[config.mk]
export PLATFORM = sky130hd
export DESIGN_NAME = io_uart_tx
export DESIGN_NICKNAME = d
export VERILOG_FILES = /design/src/rtl/io_map_pkg.sv /design/src/rtl/sync_fifo.sv /design/src/rtl/io_uart_tx.sv
export SDC_FILE = /design/constraint.sdc
export NUM_CORES = 1
export LEC_CHECK = 0
export ABC_AREA = 1
export CORE_MARGIN = 2
export CORE_UTILIZATION = 45
export DETAILED_ROUTE_END_ITERATION = 6
export GPL_TIMING_DRIVEN = 0
export PLACE_DENSITY = 0.73
export SYNTH_ARGS = -nofsm -noshare
export SYNTH_HDL_FRONTEND = slang
export SYNTH_SLANG_ARGS = --single-unit
[constraint.sdc]
create_clock -name clk -period 4.8 [get_ports clk]
set_clock_uncertainty 0.15 [all_clocks]
set_input_delay 0.96 -clock clk [delete_from_list [all_inputs] [get_ports clk]]
set_output_delay 0.96 -clock clk [all_outputs]
set_load 0.01 [all_outputs]
[src/rtl/io_map_pkg.sv]
`default_nettype none
// ============================================================================
//  Module      : io_map_pkg
//  Description : IO bus word-address map, UART status bit positions and the
//                TX state encoding shared by the IO responders.
//  Revision    : 1.0  initial release
// ============================================================================
package io_map_pkg;

  // One-hot word-address bits (word address = byte address [15:2])
  localparam int IO_LEDS_BIT      = 0;
  localparam int IO_UART_DAT_BIT  = 1;
  localparam int IO_UART_CNTL_BIT = 2;

  // UART_CNTL status word bit positions
  localparam int OVF_BIT  = 10;
  localparam int FULL_BIT = 9;
  localparam int IDLE_BIT = 8;

  // FIFO occupancy field width (enough for a 16-entry FIFO)
  localparam int COUNT_W = 5;

  // TX FSM state encoding
  localparam int         TX_STATE_W = 2;
  localparam logic [1:0] TX_IDLE    = 2'd0;
  localparam logic [1:0] TX_START   = 2'd1;
  localparam logic [1:0] TX_DATA    = 2'd2;
  localparam logic [1:0] TX_STOP    = 2'd3;

endpackage : io_map_pkg
`default_nettype wire

[src/rtl/sync_fifo.sv]
`default_nettype none
// ============================================================================
//  Module      : sync_fifo
//  Description : Single-clock FIFO with saturating occupancy count. A push
//                into a full FIFO is dropped unless a pop frees a slot in the
//                same cycle; dropped pushes are flagged for one cycle.
//  Revision    : 1.0  initial release
// ============================================================================
module sync_fifo
  import io_map_pkg::*;
#(
  parameter int WIDTH = 8,
  parameter int DEPTH = 8
) (
  input  logic               clk,
  input  logic               resetn,
  input  logic               push,
  input  logic [WIDTH-1:0]   wr_data,
  input  logic               pop,
  output logic [WIDTH-1:0]   rd_data,
  output logic               full,
  output logic               empty,
  output logic               push_drop,
  output logic [COUNT_W-1:0] count
);

  localparam int AW = $clog2(DEPTH);

  // Reject unsupported depths at elaboration
  generate
    if ((DEPTH < 2) || (DEPTH > 16) || ((DEPTH & (DEPTH - 1)) != 0)) begin : g_bad_depth
      $error("sync_fifo: DEPTH must be a power of 2 between 2 and 16");
    end
  endgenerate

  logic [WIDTH-1:0]   mem_q [DEPTH];
  logic [AW-1:0]      wr_ptr_q, wr_ptr_d;
  logic [AW-1:0]      rd_ptr_q, rd_ptr_d;
  logic [COUNT_W-1:0] count_q, count_d;
  logic               push_ok, pop_ok;

  assign full      = (count_q == COUNT_W'(DEPTH));
  assign empty     = (count_q == '0);
  assign count     = count_q;
  assign rd_data   = mem_q[rd_ptr_q];
  // A pop in the same cycle frees the slot a full-FIFO push needs
  assign pop_ok    = pop & ~empty;
  assign push_ok   = push & (~full | pop_ok);
  assign push_drop = push & ~push_ok;

  // Next-state pointers and saturating-by-construction occupancy
  always_comb begin
    wr_ptr_d = wr_ptr_q;
    rd_ptr_d = rd_ptr_q;
    count_d  = count_q;
    if (push_ok) wr_ptr_d = wr_ptr_q + 1'b1;
    if (pop_ok)  rd_ptr_d = rd_ptr_q + 1'b1;
    case ({push_ok, pop_ok})
      2'b10:   count_d = count_q + 1'b1;
      2'b01:   count_d = count_q - 1'b1;
      default: count_d = count_q;
    endcase
  end

  // Pointer and count registers
  always_ff @(posedge clk or negedge resetn) begin
    if (!resetn) begin
      wr_ptr_q <= '0;
      rd_ptr_q <= '0;
      count_q  <= '0;
    end else begin
      wr_ptr_q <= wr_ptr_d;
      rd_ptr_q <= rd_ptr_d;
      count_q  <= count_d;
    end
  end

  // Storage array; contents are don't-care while the FIFO is empty
  always_ff @(posedge clk) begin
    if (push_ok) mem_q[wr_ptr_q] <= wr_data;
  end

endmodule : sync_fifo
`default_nettype wire

[src/rtl/io_uart_tx.sv]
`default_nettype none
// ============================================================================
//  Module      : io_uart_tx
//  Description : Memory-mapped UART transmitter (8N1, LSB first) with a TX
//                FIFO, a sticky overflow flag and a combinational status read.
//  Revision    : 1.0  initial release
// ============================================================================
module io_uart_tx
  import io_map_pkg::*;
#(
  parameter int CLK_FREQ_HZ = 27000000,
  parameter int BAUD        = 115200,
  parameter int DIVISOR     = CLK_FREQ_HZ / BAUD,
  parameter int FIFO_DEPTH  = 8
) (
  input  logic        clk,
  input  logic        resetn,
  input  logic [31:0] IO_mem_addr,
  input  logic [31:0] IO_mem_wdata,
  input  logic        IO_mem_wr,
  output logic [31:0] IO_mem_rdata,
  output logic        uart_tx
);

  localparam int              CW            = $clog2(DIVISOR);
  localparam logic [CW-1:0]   BIT_LAST      = CW'(DIVISOR - 1);
  localparam int              DAT_ADDR_BIT  = IO_UART_DAT_BIT + 2;
  localparam int              CNTL_ADDR_BIT = IO_UART_CNTL_BIT + 2;

  // Reject a divisor too small to form a bit period
  generate
    if (DIVISOR < 2) begin : g_bad_divisor
      $error("io_uart_tx: DIVISOR must be at least 2");
    end
  endgenerate

  logic                  dat_sel, cntl_sel, dat_wr, cntl_wr;
  logic                  fifo_pop, fifo_full, fifo_empty, fifo_drop;
  logic [7:0]            fifo_rd_data;
  logic [COUNT_W-1:0]    fifo_count;
  logic [31:0]           status;
  logic                  unused_bits;

  logic [TX_STATE_W-1:0] state_q, state_d;
  logic [CW-1:0]         cnt_q, cnt_d;
  logic [2:0]            idx_q, idx_d;
  logic [7:0]            shift_q, shift_d;
  logic                  tx_q, tx_d;
  logic                  ovf_q, ovf_d;

  assign dat_sel     = IO_mem_addr[DAT_ADDR_BIT];
  assign cntl_sel    = IO_mem_addr[CNTL_ADDR_BIT];
  assign dat_wr      = IO_mem_wr & dat_sel;
  assign cntl_wr     = IO_mem_wr & cntl_sel;
  assign uart_tx     = tx_q;
  assign unused_bits = ^{IO_mem_addr[31:5], IO_mem_addr[2:0], IO_mem_wdata[31:8]};

  sync_fifo #(
    .WIDTH (8),
    .DEPTH (FIFO_DEPTH)
  ) u_fifo (
    .clk       (clk),
    .resetn    (resetn),
    .push      (dat_wr),
    .wr_data   (IO_mem_wdata[7:0]),
    .pop       (fifo_pop),
    .rd_data   (fifo_rd_data),
    .full      (fifo_full),
    .empty     (fifo_empty),
    .push_drop (fifo_drop),
    .count     (fifo_count)
  );

  // Zero-latency status / data read decode
  always_comb begin
    status                = '0;
    status[COUNT_W-1:0]   = fifo_count;
    status[IDLE_BIT]      = fifo_empty & (state_q == TX_IDLE);
    status[FULL_BIT]      = fifo_full;
    status[OVF_BIT]       = ovf_q;
    IO_mem_rdata          = cntl_sel ? status : 32'd0;
  end

  // TX framing FSM; the line value is registered from the next state so the
  // start bit appears one edge after the pop
  always_comb begin
    state_d  = state_q;
    cnt_d    = cnt_q;
    idx_d    = idx_q;
    shift_d  = shift_q;
    fifo_pop = 1'b0;
    case (state_q)
      TX_IDLE: begin
        if (!fifo_empty) begin
          fifo_pop = 1'b1;
          shift_d  = fifo_rd_data;
          cnt_d    = BIT_LAST;
          state_d  = TX_START;
        end
      end
      TX_START: begin
        if (cnt_q == '0) begin
          cnt_d   = BIT_LAST;
          idx_d   = 3'd0;
          state_d = TX_DATA;
        end else begin
          cnt_d = cnt_q - 1'b1;
        end
      end
      TX_DATA: begin
        if (cnt_q == '0) begin
          cnt_d   = BIT_LAST;
          shift_d = {1'b0, shift_q[7:1]};
          if (idx_q == 3'd7) state_d = TX_STOP;
          else               idx_d   = idx_q + 3'd1;
        end else begin
          cnt_d = cnt_q - 1'b1;
        end
      end
      TX_STOP: begin
        if (cnt_q == '0) begin
          if (!fifo_empty) begin
            fifo_pop = 1'b1;
            shift_d  = fifo_rd_data;
            cnt_d    = BIT_LAST;
            state_d  = TX_START;
          end else begin
            cnt_d   = '0;
            state_d = TX_IDLE;
          end
        end else begin
          cnt_d = cnt_q - 1'b1;
        end
      end
      default: begin
        cnt_d   = '0;
        state_d = TX_IDLE;
      end
    endcase

    case (state_d)
      TX_START: tx_d = 1'b0;
      TX_DATA:  tx_d = shift_d[0];
      default:  tx_d = 1'b1;
    endcase
  end

  // Sticky overflow: a dropped push wins over a same-cycle clear
  always_comb begin
    ovf_d = ovf_q;
    if (cntl_wr)   ovf_d = 1'b0;
    if (fifo_drop) ovf_d = 1'b1;
  end

  // State registers
  always_ff @(posedge clk or negedge resetn) begin
    if (!resetn) begin
      state_q <= TX_IDLE;
      cnt_q   <= '0;
      idx_q   <= '0;
      shift_q <= '0;
      tx_q    <= 1'b1;
      ovf_q   <= 1'b0;
    end else begin
      state_q <= state_d;
      cnt_q   <= cnt_d;
      idx_q   <= idx_d;
      shift_q <= shift_d;
      tx_q    <= tx_d;
      ovf_q   <= ovf_d;
    end
  end

endmodule : io_uart_tx
`default_nettype wire
==> summary.md <==
| Metric | Value |
|---|---|
| Hold Path Stages | `2` |
| Largest net degree at the start of global routing | `35` |
| Crit end category | `output port` |
| Final worst path period share | `0.727` |
| Minimum clock period | `3.49 ns` |
| Worst R2R Path Depth | `10` |
| Max rail drop VDD | `0.000224 V` |
| Fillers | `963` |
| Setup WS pre-CTS | `1.51 ns` |
| IO Pins | `100` |
| Clock Sinks | `98` |
| Antenna violations before repair | `0` |
| Area leader, netlist | `edfxtp_1` |
| Synthesized cell area | `4920 µm²` |
| Worst Path Class, Setup | `reg -> out` |
| Dpl cells | `707` |
| Setup_tns | `0 ns` |
| Synth async-reset ratio | `0.347` |
| H-tree levels | `3` |
| Residual DRC | `0` |
| DP Area | `5380 µm²` |
| Synth cell count leaders | `130 x nand2_1, 64 x edfxtp_1, 51 x inv_1` |
| First-pass GRT wire length | `16.5 mm` |
| Max Slew Vio Count | `0` |
| Synth Area in Adders | `0.0396` |
| TritonRoute pass-1 iters | `4` |
| Register area share after synthesis | `0.563` |
| GR Overflow Total | `0` |
| Area growth, synth to finish | `13.3%` |
| Req. time, crit path | `3.69 ns` |
| Crit path DAT | `2.38 ns` |
| Top-count cell post-synth | `nand2_1` |
| Postcts setup bufs | `0` |
| GP Congestion | `0.854` |
| Main combinational cell family by area after synthesis | `simple AND/OR/NAND/NOR gates` |
| Static leakage power | `2.52 nW` |
| Fraction of layout cells with a size suffix above 1 | `0.106` |
| CTS tree | `built` |
| Flip-flop and latch area | `2770 µm²` |
| Mux cell area share after synthesis | `0` |
| #FFs+latches synth | `98` |
| Multi-input gate area | `1810 µm²` |
| Share of Yosys cell area claimed by the top area cell type | `0.390` |
| Fin cells | `723` |
| Post-DR vias/cell | `5.04` |
| Crit. Startpoint | `u_fifo.count[0]$_DFFE_PN0P_` |
| Final nets | `660` |
| Worst hold start | `idx_q[2]$_DFFE_PN0P_` |
| Vias in the first global route | `3537` |
| XOR/XNOR Fraction of Synth Area | `0.0107` |
| HP Class | `reg -> reg` |
| CP max FO | `10` |
| Predominant post-synthesis flop cell | `edfxtp_1` |
| Max-Cap Viols | `0` |
| Initial core utilization | `0.458` |
| Hpwl dp | `7.07 mm` |
| Mean Syn Cell Area | `9.40 µm²` |
| Detail Route Antenna Nets | `0` |
| Site Rows | `38` |
| Post-DR wirelength/cell | `14.1 µm` |
| Endpoints failing hold | `0` |
| Total wire length | `10.2 mm` |
| Via count | `3642` |
| Antenna diodes | `0` |
| Outcome | `finished, final reports clean` |
| Post-route cell area | `5580 µm²` |
| Number of synthesized flops with an enable pin | `64` |
| PwrDens | `326 nW/µm²` |
| Fmax | `287 MHz` |
| CTS root buffer | `clkbuf_8` |
| Core footprint | `10700 µm²` |
| Clk_lat worst skew | `0.38 ns` |
| Tot GR Track Use | `0.182` |
| Worst setup SP type | `flop` |
| Slew of the pin with the lowest slew margin | `0.926 ns` |
| Final setup margin | `1.31 ns` |
| Hold Worst Slack | `0.353 ns` |
| Clock Pin Slew Worst Setup and Hold Paths | `0.12 ns` |
| Final Power | `1.82 mW` |
| Initial DRC count | `246` |
| Compound-gate portion of the synthesized area | `0.0798` |
| FF-to-FF Start | `state_q[1]$_DFF_PN0_` |
| Die Wd | `109 µm` |
| Post-layout util | `0.519` |
| Synth warnings | `0` |
| CTS Hold Buffers Added | `0` |
| Die area | `11800 µm²` |
| Die height | `109 µm` |
| Simple-Gate Fraction of Synth Area | `0.219` |
| Clk buf depth | `2` |
| Top post-synthesis cells by area | `edfxtp_1 39%, dfrtp_1 17%, nand2_1 9.9%, nand3_1 4.3%, o21ai_0 4.3%` |
| RSZ-0062 raised after global routing | `false` |
| Final setup fails | `0` |
| Slew Limit Headroom | `0.380` |
| Synth cell types | `39` |
| Post-cts sizing count | `0` |
| Synth Instances | `524` |
| Buffers on Ports | `20` |
| CTS buffer count | `9` |
flip-flops by register name, summed over array words and instances (netlist names):
signal,count
cnt_q,8
idx_q,3
ovf_q,1
shift_q,8
state_q,2
u_fifo.count,5
u_fifo.mem_q,64
u_fifo.rd_ptr_q,3
u_fifo.wr_ptr_q,3
uart_tx,1
critical path, cell delays in order (launching register included):
cell and delay (ns):
dfrtp_1 0.46, nor2_1 0.19, nand3_2 0.20, inv_2 0.23, nand2_1 0.23, nor2_1 0.14, clkdlybuf4s50_1 0.54
cells by family after synthesis:
group	Yosys count
simple gates	242
flops	98
buf+inv	89
compound gates	73
fa+ha+maj	15
xor+xnor	6
other cells	1
final cells by class:
| cell class | instances | area share |
|---|---|---|
| Buffer | 35 | 0.0401 |
| Timing Repair Buffer | 20 | 0.0350 |
| Clock buffer | 9 | 0.0222 |
| Tap cell | 140 | 0.0314 |
| Sequential cell | 98 | 0.497 |
| Multi-Input combinational cell | 360 | 0.324 |
| Inverter | 54 | 0.0363 |
| Clock inverter | 7 | 0.0137 |
metal layers:
metal,GRT usage,vias to the layer above,part of all wire
met3,0.0325,26,0.062
met2,0.307,131,0.48
met1,0.226,1687,0.43
li1,-,1798,-
met4,0.0852,0,0.028
met5,0,-,0
cells in the final DEF, fill, tap and decap left out, types with 2 or more instances in the layout:
cell type | Yosys | routed
nand2_1 | 130 | 130
edfxtp_1 | 64 | 64
inv_1 | 51 | 51
nor2_1 | 49 | 49
o21ai_0 | 42 | 42
nand3_1 | 42 | 42
dfrtp_1 | 33 | 33
buf_4 | 24 | 24
conb_1 | 1 | 24
clkdlybuf4s50_1 | 0 | 19
a21oi_1 | 15 | 15
ha_1 | 14 | 14
clkbuf_1 | 9 | 9
clkbuf_8 | 0 | 9
o22ai_1 | 8 | 8
xor2_1 | 6 | 6
nand2_2 | 4 | 4
buf_2 | 2 | 3
nand4_1 | 3 | 3
inv_8 | 0 | 3
nor2_2 | 2 | 2
nor2_8 | 2 | 2
clkinv_1 | 2 | 2
nand2_4 | 2 | 2
o211ai_1 | 2 | 2
clkinv_4 | 0 | 2
final timing paths:
| check | to | slack [ns] |
|---|---|---|
| setup / recovery | IO_mem_rdata[8] | 1.31 |
| hold / removal | idx_q[2]$_DFFE_PN0P_ | 0.35 |
| setup reg to reg | u_fifo.mem_q[1][3]$_DFFE_PP_ | 1.77 |
| hold reg to reg | idx_q[2]$_DFFE_PN0P_ | 0.35 |
| min in group asynchronous | cnt_q[6]$_DFFE_PN0P_ | 0.49 |
| max in group asynchronous | u_fifo.wr_ptr_q[0]$_DFFE_PN0P_ | 3.49 |
power by group:
| part | leakage, nW | internal, mW | total (mW) | switching, mW |
|---|---|---|---|---|
| Clock | 0.103 | 0.208 | 0.539 | 0.332 |
| Combinational | 1.44 | 0.107 | 0.269 | 0.162 |
| Sequential | 0.979 | 0.967 | 1.01 | 0.0453 |
(Power assumes the default switching activity.)
